[config.mk]
export PLATFORM = sky130hd
export DESIGN_NAME = usart_rx_fifo_param
export DESIGN_NICKNAME = d
export VERILOG_FILES = /design/src/rtl/usart_rx_fifo_param.sv
export SDC_FILE = /design/constraint.sdc
export NUM_CORES = 1
export LEC_CHECK = 0
export ABC_CLOCK_PERIOD_IN_PS = 2550
export CORE_MARGIN = 2
export CORE_UTILIZATION = 35
export DETAILED_ROUTE_END_ITERATION = 10
export DONT_BUFFER_PORTS = 1
export SLEW_MARGIN = 20
export SYNTH_ARGS = -nofsm -noshare
export SYNTH_HDL_FRONTEND = slang
export SYNTH_SLANG_ARGS = --single-unit
[constraint.sdc]
create_clock -name i_clk -period 2.55 [get_ports i_clk]
set_input_delay 0.3825 -clock i_clk [delete_from_list [all_inputs] [get_ports i_clk]]
set_output_delay 0.3825 -clock i_clk [all_outputs]
set_load 0.005 [all_outputs]
[src/rtl/usart_rx_fifo_param.sv]
// Parametrised USART receive FIFO: DEPTH frames with frame/parity/overrun tags,
// occupancy level, full flag, fill-threshold interrupt and synchronous flush.
module usart_rx_fifo_param #(
  parameter int DATA_WIDTH = 9,
  parameter int DEPTH      = 4,
  localparam int AW        = $clog2(DEPTH)
) (
  input  logic                  i_clk,
  input  logic                  i_rst,
  input  logic [DATA_WIDTH-1:0] i_shift_register,
  input  logic                  i_shift_register_valid,
  input  logic                  i_frame_error,
  input  logic                  i_parity_error,
  input  logic                  i_mcu_read,
  input  logic                  i_flush,
  input  logic [AW:0]           i_threshold,
  output logic [DATA_WIDTH-1:0] o_udr,
  output logic                  o_udr_valid,
  output logic                  o_frame_error_flag,
  output logic                  o_parity_error_flag,
  output logic                  o_data_overrun_flag,
  output logic [AW:0]           o_level,
  output logic                  o_full,
  output logic                  o_threshold_irq
);

  localparam logic [AW:0]   LVL_FULL = (AW+1)'(DEPTH);
  localparam logic [AW:0]   LVL_ONE  = (AW+1)'(1);
  localparam logic [AW-1:0] PTR_ONE  = AW'(1);

  logic [DATA_WIDTH-1:0] mem_q [DEPTH];
  logic [DEPTH-1:0]      fe_q, fe_d;
  logic [DEPTH-1:0]      pe_q, pe_d;
  logic [DEPTH-1:0]      ovr_q, ovr_d;
  logic [AW-1:0]         wr_ptr_q, wr_ptr_d;
  logic [AW-1:0]         rd_ptr_q, rd_ptr_d;
  logic [AW:0]           level_q, level_d;
  logic                  irq_q, irq_d;

  logic full, empty, do_push, do_pop, overrun;

  always_comb begin
    full    = (level_q == LVL_FULL);
    empty   = (level_q == '0);
    do_pop  = i_mcu_read && !empty && !i_flush;
    // A full FIFO still accepts a frame when a pop frees a slot in the same cycle.
    do_push = i_shift_register_valid && (!full || do_pop) && !i_flush;
    overrun = i_shift_register_valid && full && !do_pop && !i_flush;
  end

  always_comb begin
    wr_ptr_d = wr_ptr_q;
    rd_ptr_d = rd_ptr_q;
    level_d  = level_q;
    fe_d     = fe_q;
    pe_d     = pe_q;
    ovr_d    = ovr_q;
    if (i_flush) begin
      wr_ptr_d = '0;
      rd_ptr_d = '0;
      level_d  = '0;
      ovr_d    = '0;
    end else begin
      if (do_push) begin
        fe_d[wr_ptr_q]  = i_frame_error;
        pe_d[wr_ptr_q]  = i_parity_error;
        ovr_d[wr_ptr_q] = 1'b0;
        wr_ptr_d        = wr_ptr_q + PTR_ONE;
      end
      // Dropped frame is reported on the newest stored entry.
      if (overrun) begin
        ovr_d[wr_ptr_q - PTR_ONE] = 1'b1;
      end
      if (do_pop) begin
        rd_ptr_d = rd_ptr_q + PTR_ONE;
      end
      case ({do_push, do_pop})
        2'b10:   level_d = level_q + LVL_ONE;
        2'b01:   level_d = level_q - LVL_ONE;
        default: level_d = level_q;
      endcase
    end
    irq_d = (i_threshold != '0) && (level_d >= i_threshold);
  end

  always_ff @(posedge i_clk) begin
    if (i_rst) begin
      wr_ptr_q <= '0;
      rd_ptr_q <= '0;
      level_q  <= '0;
      fe_q     <= '0;
      pe_q     <= '0;
      ovr_q    <= '0;
      irq_q    <= 1'b0;
    end else begin
      wr_ptr_q <= wr_ptr_d;
      rd_ptr_q <= rd_ptr_d;
      level_q  <= level_d;
      fe_q     <= fe_d;
      pe_q     <= pe_d;
      ovr_q    <= ovr_d;
      irq_q    <= irq_d;
    end
  end

  // Frame storage is never reset; empty entries are masked at the outputs.
  always_ff @(posedge i_clk) begin
    if (do_push) begin
      mem_q[wr_ptr_q] <= i_shift_register;
    end
  end

  always_comb begin
    o_udr               = empty ? '0   : mem_q[rd_ptr_q];
    o_frame_error_flag  = empty ? 1'b0 : fe_q[rd_ptr_q];
    o_parity_error_flag = empty ? 1'b0 : pe_q[rd_ptr_q];
    o_data_overrun_flag = empty ? 1'b0 : ovr_q[rd_ptr_q];
    o_udr_valid         = !empty;
    o_level             = level_q;
    o_full              = full;
    o_threshold_irq     = irq_q;
  end

endmodule

==> results.py <==
metrics = {
    "power": {
        "power.total_mw": 1.787,
        "peakVddDrop_uv": 318.0,
        "powerDensity_nw_per_um2": 610.0,
        "p_leak_nw": 0.9725,
    },
    "synth": {
        "synthAdderAreaFrac": 0.04729,
        "synth_area_leaders": "edfxtp_1, dfxtp_1, mux4_2",
        "netlist_area_um2": 2540,
        "muxShareOfSynthArea": 0.1419,
        "yosysSeqAreaShare": 0.5990,
        "yosys.area_share.simple": 0.1360,
        "synth_top_area_frac": 0.4256,
        "synth_cell_types": 32,
        "syn_nets": 211,
        "synth-compound-area-share": 0.03350,
        "syn_avg_cell_area_um2": 13.88,
        "ys_ff_latch": 58,
        "yosys_warnings": 0,
        "synth_xor_area_frac": 0.01034,
        "synth_top_family_by_area": "multiplexers",
        "async_flop_share": 0,
        "synth_area_leader_cell": "edfxtp_1",
        "synthCells": 183,
        "synth_ff_type": "edfxtp_1",
        "synth_edf_count": 36,
    },
    "cells_and_area": {
        "regArea_um2": 1528,
        "drive_above_1_share": 0.2750,
        "multiInputGateArea_um2": 1007,
        "final_common_cell": "edfxtp_1",
        "n_antenna_cell": 0,
        "fin_nets": 223,
        "area_growth_pct": 15.32,
        "layout_common_cells": "edfxtp_1, dfxtp_1, nor2b_1, nand2b_1, mux4_2",
        "fillers": 705,
    },
    "critical_path": {
        "cp_max_fo": 4,
        "slowest_delay_ns": 0.39,
        "crit_path_end_kind": "flop",
        "critPathRequiredTime_ns": 2.79,
        "worst_path_max_delay_cell": "fa_2",
        "crit_type": "flop to flop",
        "reg2reg_depth": 10,
        "critPathTopFamily": "adder cells",
        "crit_arrival_ns": 2.71,
        "cp_cell_sequence": "o31ai_4 -> nor2_2 -> ha_4 -> fa_2 -> xnor2_2 -> or3_4 -> a21oi_2 -> ha_2 -> a211oi_1 -> nor4_1",
        "cp.buffers_inverters": 0,
        "critical_path_depth": 10,
        "startpoint_type": "flop",
    },
    "placement": {
        "place_congestion": 0.7138,
        "pre_cts_ws_ns": 0.008456,
        "io_buffers": 0,
        "place_hpwl_um": 3159,
    },
    "route": {
        "drt_iter0_drc": 125,
        "vias_per_cell": 4.759,
        "drt_wl_total_um": 4727,
        "drt_first_pass_iters": 4,
        "post_drt_wl_per_cell_um": 15.81,
        "final_antenna_net_count": 0,
        "remaining_drc_errors": 0,
        "vias": 1423,
    },
    "sta": {
        "max_slew_margin": 0.5898,
        "slew_violations": 0,
        "fin_setup_tns_ns": 0,
        "rsz0062_at_grt": "yes",
        "worstMarginPinSlew_ns": 0.6144,
        "max_freq_mhz": 405.2,
        "finalCritPeriodShare": 0.9677,
        "fin_crit_ns": 2.468,
        "fin_ws_ns": 0.08226,
        "final-hold-violation-count": 0,
        "fin_hold_ws_ns": 0.1228,
        "finalSetupViolations": 0,
        "finalClockSkew_ns": 0.004363,
    },
    "global_route": {
        "grt.total_usage": 0.1322,
        "antenna_found_initial": 0,
        "grt_max_degree": 16,
        "grt_pass1_vias": 1509,
        "grt-ovfl-total": 0,
        "grt_pass1_wl_um": 7514,
    },
    "clock_tree": {
        "max-clock-path-buffers": 2,
        "clock_latency_ns": 0.33,
        "root_buffer": "clkbuf_8",
        "cts_tree": "done",
        "htreeDepth": 3,
        "clk_pin_slew_worst_paths_ns": 0.06,
        "cts_buffers": 9,
        "clock-sinks": 58,
    },
    "floorplanning": {
        "core_area_um2": 7137,
        "die-area_um2": 7954,
        "die_h_um": 89.19,
        "fp.dieW_um": 89.19,
        "row_count": 31,
        "ios": 37,
        "start_util": 0.3559,
    },
    "run_status": {
        "status": "complete, no violations",
    },
    "worst_hold_path": {
        "whs_path_depth": 1,
        "min_path_type": "input port to flop",
    },
    "job": {
        "maxCapViolCount": 0,
    },
}
[Yosys cell counts, drive strengths merged, types with 4 or more instances]
| cell type | instances |
|---|---|
| mux2i | 9 |
| o21ai | 4 |
| nor2b | 13 |
| dfxtp | 22 |
| nand3 | 4 |
| a21oi | 5 |
| nand2 | 10 |
| ha | 8 |
| mux4 | 12 |
| nor2 | 6 |
| edfxtp | 36 |
| nand2b | 13 |
| buf | 4 |
| inv | 7 |
| clkbuf | 6 |
| o22ai | 4 |
[area by class of cell]
cell class	instances	area share
multi-input cells	108	0.3439
flip-flops and latches	58	0.5216
clock buffers	10	0.04357
repair buffers	11	0.02819
clock inverters	6	0.01153
inverters	7	0.008971
well taps	99	0.04229
[worst reg2reg max path, cell delays in order, from the launching register on]
cell	delay, ns
dfxtp_2	0.35
o31ai_4	0.28
nor2_2	0.08
ha_4	0.17
fa_2	0.39
xnor2_2	0.14
or3_4	0.34
a21oi_2	0.15
ha_2	0.18
a211oi_1	0.05
nor4_1	0.25
[cell families after synthesis]
group,Yosys count
adders and majority gates,9
buffers and inverters,17
AOI/OAI and AO/OA,15
xor gates and xnor gates,3
and+or+nand+nor,60
muxes,21
DFF,58
[registers in the layout, summed over array words and instances (netlist names), named ones only]
register / cells
ovr_q: 4
wr_ptr_q: 2
o_threshold_irq: 1
rd_ptr_q: 2
pe_q: 4
fe_q: 4
o_level: 3
mem_q: 36
[report_power, final]
part / internal, mW / leakage, nW / switching (mW) / total [mW]
Clock: 0.343 / 0.0795 / 0.351 / 0.693
Sequential: 1.01 / 0.507 / 0.00705 / 1.02
Combinational: 0.0400 / 0.386 / 0.0380 / 0.0781
[repair_timing]
action / 4_1_cts / 5_1_grt
endpoints found under the setup margin: 0 / 1
setup buffers: 0 / 3
gates resized for setup: 0 / 17
hold buffers: 0 / 0
[worst paths after layout]
kind                                       startpoint                    endpoint  slack (ns)
worst max-delay path            o_level[0]$_SDFF_PP0_  o_threshold_irq$_SDFF_PP0_        0.08
worst min-delay path                            i_rst  o_threshold_irq$_SDFF_PP0_        0.12
worst max register to register  o_level[0]$_SDFF_PP0_  o_threshold_irq$_SDFF_PP0_        0.08
worst min register to register   fe_q[2]$_SDFFE_PP0P_        fe_q[2]$_SDFFE_PP0P_        0.47
[stage by stage]
step / util / instances / cell area, um2
after detailed placement: 0.3754 / 280 / 2679
after floorplan: - / 183 / 2547
after global placement: 0.3754 / 280 / 2679
after CTS: 0.3980 / 296 / 2840
after global routing: 0.4104 / 299 / 2929
final: 0.4104 / 299 / 2929
[routing by layer]
metal	vias to the layer above	wire length [um]	global-route usage
li1	688	-	-
met1	679	2043	0.1555
met2	48	2262	0.2074
met3	8	346	0.06556
met4	0	75	0.05292
met5	-	0	0
No activity file was read; power rests on OpenSTA's default activity.
==> RTL edit 1, RTL diff (same settings) <==
Take the reset off `fe_q` and `pe_q` and load them in a clocked block of their own.
--- a/src/rtl/usart_rx_fifo_param.sv
+++ b/src/rtl/usart_rx_fifo_param.sv
@@ -88,19 +88,20 @@
       wr_ptr_q <= '0;
       rd_ptr_q <= '0;
       level_q  <= '0;
-      fe_q     <= '0;
-      pe_q     <= '0;
       ovr_q    <= '0;
       irq_q    <= 1'b0;
     end else begin
       wr_ptr_q <= wr_ptr_d;
       rd_ptr_q <= rd_ptr_d;
       level_q  <= level_d;
-      fe_q     <= fe_d;
-      pe_q     <= pe_d;
       ovr_q    <= ovr_d;
       irq_q    <= irq_d;
     end
+  end
+
+  always_ff @(posedge i_clk) begin
+    fe_q <= fe_d;
+    pe_q <= pe_d;
   end
 
   // Frame storage is never reset; empty entries are masked at the outputs.
Function: same outputs for any inputs over 10 cycles, from zero or initial values and one cycle with i_rst high; that may be too few to reach the edited logic, so the function may still have changed.
==> RTL edit 1 against the unedited design <==
Worst setup slack got worse by 0.029 ns. Critical path depth fell by 1. Clock power rose by 17%. Sequential share of layout area is 3.4 points higher. Fmax decreased by 1.1%. Sequential cell count unchanged. Wire length decreased by 0.66%. Via count fell by 5.6%. Total power is 7.2% higher. Area after synthesis fell by 3.3%. Cell area down 0.98%. Largest cell class unchanged.
==> RTL edit 1: results (changes against the unedited design) <==
Number of enable flip-flop cells after synthesis - 44 (+22%)
Routability Congestion - 0.789 (+10%)
Sequential fraction of the synthesis area - 65.2% (+5.3 points)
Result of the run - finished, final reports clean
Global Route Usage Sum - 13.5% (+0.29 points)
Number of global-route vias before repair - 1485 (-1.6%)
Routed wire length per instance - 17.1 um (+8.0%)
Adder-Cell Fraction of Synth Area - 4.89% (+0.16 points)
Post-DP HPWL - 3150 um (-0.28%)
Via density per instance - 4.89 (+2.7%)
Synth Area in Compound Gates - 3.47% (+0.12 points)
Leakage power of the design - 0.000926 uW (-4.8%)
Hold path depth - 1 (unchanged)
First-iteration detailed-routing DRC count - 82 (-34%)
Relative slew slack - 57.2% (-1.8 points)
Global-route track usage on met3 - 6.69% (+0.14 points)
Number of fill cells in the layout - 613 (-13%)
Post-synthesis net count - 187 (-11%)
Maximum vdd drop - 0.000365 V (+15%)
Multiplexer share of the synthesized area - 11.4% (-2.8 points)
Psw - 407 uW (+2.8%)
Dpl ws - -0.0757 ns (-0.0842 ns)
Global-route wire length before repair - 7450 um (-0.92%)
Met1 layer usage reported by global route - 14.1% (-1.4 points)
Net total in the final layout - 202 (-9.4%)
Xor and xnor fraction of the mapped netlist area - 1.07% (+0.036 points)
Ranking of synthesized cells by area - sky130_fd_sc_hd__edfxtp_1 54%, sky130_fd_sc_hd__dfxtp_1 11%, sky130_fd_sc_hd__mux4_2 11%
Data arrival time at the worst-slack endpoint - 2.72 ns (about the same)
## RTL edit 1: worst max path at each step
stage	startpoint	to	slack [ns]	cells past startpoint
floorplan	o_level[1]	o_threshold_irq	0.0001	10
global placement	o_level[2]	o_threshold_irq	0.09	10
detailed placement	o_level[2]	o_threshold_irq	-0.08	10
CTS	o_level[0]	o_threshold_irq	0.009	10
global route	o_level[0]	o_threshold_irq	-0.04	10
finish	o_level[0]	o_threshold_irq	0.05	9
## RTL edit 1: layout make-up
cell class | count | share of cell area (%)
flip-flops and latches | 58 | 55.5
multi-input cells | 90 | 30.4
clock buffers | 9 | 4.27
well taps | 96 | 4.14
repair buffers | 10 | 2.59
clock inverters | 7 | 2.42
inverters | 5 | 0.647
## RTL edit 1: cell families (layout without fill, tap and decap cells)
logic type / count (synthesis) / count (layout)
XOR/XNOR: 3 / 3
AND/OR/NAND/NOR: 50 / 50
flip-flops: 58 / 58
adder cells (fa/ha/maj): 9 / 9
AO/OA/AOI/OAI: 15 / 15
multiplexers: 13 / 13
buffers and inverters: 11 / 31
## RTL edit 1: repair_timing
| action | 4_1_cts | 5_1_grt |
|---|---|---|
| gates resized for setup | 7 | 11 |
| pin swaps | 1 | 4 |
| buffers inserted | 0 | 2 |
| endpoints found under the setup margin | 1 | 1 |
## RTL edit 1: metal layers
metal,part of all wire (%),wire length [um]
met1,39,1840
met2,53,2480
met3,6.4,302
met4,1.7,82
met5,0,0
## RTL edit 1: per-stage QoR
step / instances / setup TNS [ns] / area (um^2) / power (uW) / hold slack (ns)
after CTS: 273 / 0 / 2840 / 1930 / 0.101
after global routing: 275 / -0.0444 / 2900 / 1990 / 0.0988
final: 275 / 0 / 2900 / 1920 / 0.111
after floorplan: 159 / 0 / 2460 / 1100 / 0.443
after detailed placement: 257 / -0.0757 / 2620 / 1120 / 0.462
after global placement: 257 / 0 / 2620 / 1120 / 0.454
## RTL edit 1: worst max-delay path, stage by stage, from the launching register on
cell	delay (ns)
sky130_fd_sc_hd__dfxtp_2	0.35
sky130_fd_sc_hd__or4b_4	0.54
sky130_fd_sc_hd__nand2_4	0.09
sky130_fd_sc_hd__ha_4	0.13
sky130_fd_sc_hd__fa_2	0.42
sky130_fd_sc_hd__mux2i_1	0.18
sky130_fd_sc_hd__nor2_1	0.07
sky130_fd_sc_hd__ha_1	0.29
sky130_fd_sc_hd__a211oi_2	0.22
sky130_fd_sc_hd__nor4_2	0.07
## RTL edit 1: power by group through the flow
stage          sequential, uW  combinational [uW]  clock [uW]
2_1_floorplan            1050                51.2           0
3_3_place_gp             1050                63.9           0
3_5_place_dp             1050                66.4           0
4_1_cts                  1030                68.9         826
5_1_grt                  1030                80.9         871
6_report                 1030                73.7         809
==> RTL edit 2, RTL diff (same settings) <==
Without the edit above. Change the parameter `DEPTH` from 4 to 8.
--- a/src/rtl/usart_rx_fifo_param.sv
+++ b/src/rtl/usart_rx_fifo_param.sv
@@ -2,7 +2,7 @@
 // occupancy level, full flag, fill-threshold interrupt and synchronous flush.
 module usart_rx_fifo_param #(
   parameter int DATA_WIDTH = 9,
-  parameter int DEPTH      = 4,
+  parameter int DEPTH      = 8,
   localparam int AW        = $clog2(DEPTH)
 ) (
   input  logic                  i_clk,
Interface: changed (resized i_threshold and o_level); port bits go from 37 to 39. No check against the original RTL was run, so the function may have changed too.
==> RTL edit 2 against the unedited design <==
The flow now finishes with violations (negative setup slack). Global-route usage increased by 1.2 points. Cell area up 86%. Total power grew 85%. Wire length grew 110%. Worst setup slack got worse by 0.35 ns. Fmax is 12% lower. Area after synthesis is 89% higher. Count of clock-buffer cells in the layout stayed put. Combinational power increased by 51%. Clock skew grew 0.0026 ns. Critical path depth up 4. Sequential cell count increased by 52. Sequential share of layout area grew 1.6 points. Hold slack lost 0.022 ns. Critical path type unchanged.
==> RTL edit 2: results (changes against the unedited design) <==
Result of the run - complete, but fails checks
Failing checks - negative setup slack
Worst-margin pin slew - 0.743 ns (+0.129 ns)
Sequential fraction of the synthesis area - 60.9% (+1.0 points)
Leakage power of the design - 0.00183 uW (+88%)
Ranking of synthesized cells by area - sky130_fd_sc_hd__edfxtp_1 45%, sky130_fd_sc_hd__dfxtp_1 16%, sky130_fd_sc_hd__mux4_2 11%
Final routed wirelength across all metal layers - 9900 um (+110%)
Number of global-route vias before repair - 2865 (+90%)
Final setup slack of the worst path - -0.265 ns (-0.347 ns)
Total setup violations reported at the end of the flow - 1 (+1)
Ratio of cells with drive above 1 in the final layout - 22.1% (-5.4 points)
Number of enable flip-flop cells after synthesis - 72 (+100%)
Routed length on met2 - 5090 um (+120%)
Maximum vdd drop - 0.000387 V (+22%)
Post-detailed-placement cell area - 5150 um^2 (+92%)
Routability Congestion - 0.841 (+18%)
Number of fill cells in the layout - 1226 (+74%)
Detailed-route via count - 2733 (+92%)
Dpl ws - -0.392 ns (-0.401 ns)
Worst Clk Skew - 0.00700 ns (+0.00263 ns)
Number of distinct library cells after synthesis - 46 (+44%)
Maximum fanout count along the critical path - 2 (-2)
Maximum number of pins on one net before global-route repair - 23 (+7)
Met1 Routed Length - 4150 um (+100%)
Most numerous cell types in the synthesized netlist - 72 x sky130_fd_sc_hd__edfxtp_1, 48 x sky130_fd_sc_hd__nor2_1, 38 x sky130_fd_sc_hd__dfxtp_1, 31 x sky130_fd_sc_hd__mux2i_1, 24 x sky130_fd_sc_hd__mux4_2
Global Route Usage Sum - 14.4% (+1.2 points)
RTL edit 2: cells by family (layout without fill, tap and decap cells):
family	count (synthesis)	in the layout	share of synthesized area, %
flip-flops	110	110	60.9
AND/OR/NAND/NOR	89	89	8.63
XOR/XNOR	9	9	1.64
multiplexers	57	57	18.2
AO/OA/AOI/OAI	28	28	5.24
buffers and inverters	33	54	2.79
adder cells (fa/ha/maj)	10	10	2.61
RTL edit 2: critical path, stage by stage, from the launching register on:
cell                       delay (ns)
sky130_fd_sc_hd__dfxtp_1         0.31
sky130_fd_sc_hd__or4b_4          0.58
sky130_fd_sc_hd__inv_8           0.07
sky130_fd_sc_hd__nand2_1         0.06
sky130_fd_sc_hd__nand3b_1        0.11
sky130_fd_sc_hd__ha_2            0.20
sky130_fd_sc_hd__xor2_1          0.07
sky130_fd_sc_hd__ha_1            0.18
sky130_fd_sc_hd__a21oi_1         0.16
sky130_fd_sc_hd__xor2_1          0.21
sky130_fd_sc_hd__nor2_2          0.07
sky130_fd_sc_hd__mux2_4          0.29
sky130_fd_sc_hd__ha_1            0.26
sky130_fd_sc_hd__o21ai_0         0.07
sky130_fd_sc_hd__a21oi_1         0.08
RTL edit 2: stage by stage:
step / TNS (ns) / utilization (%) / total power [uW] / std cells
3_5_place_dp: -0.392 / 38.7 / 2070 / 517
6_report: -0.265 / 40.9 / 3310 / 533
2_1_floorplan: -0.517 / - / 2050 / 336
5_1_grt: -0.414 / 40.9 / 3430 / 533
4_1_cts: -0.314 / 40.7 / 3340 / 532
3_3_place_gp: -0.356 / 38.7 / 2070 / 517
RTL edit 2: final timing paths:
check / startpoint / end
min reg2reg: ovr_q[0] / ovr_q[0]
max: o_level[1] / o_threshold_irq
max reg2reg: o_level[1] / o_threshold_irq
min: i_rst / o_level[1]
RTL edit 2: per-layer routing:
layer	up-vias	global-route usage, %
met2	52	24.6
met3	10	4.84
met5	-	0
met4	0	3.92
li1	1289	-
met1	1382	17.3
RTL edit 2: power by group:
| group | switching (uW) | total (uW) | internal [uW] | leakage, uW |
|---|---|---|---|---|
| Sequential | 6.42 | 1920 | 1910 | 0.000957 |
| Clock | 614 | 1280 | 662 | 0.000126 |
| Combinational | 63.2 | 118 | 55.3 | 0.000744 |
| Total | 684 | 3310 | 2630 | 0.00183 |
RTL edit 2: cell type report:
| type | count | area [um^2] | area share, % |
|---|---|---|---|
| tap | 176 | 220 | 4.05 |
| clock inverter | 5 | 35.0 | 0.644 |
| multi-input combinational | 193 | 1780 | 32.6 |
| timing repair buffer | 27 | 206 | 3.79 |
| sequential | 110 | 2920 | 53.7 |
| clock buffer | 10 | 229 | 4.21 |
| inverter | 12 | 52.6 | 0.966 |
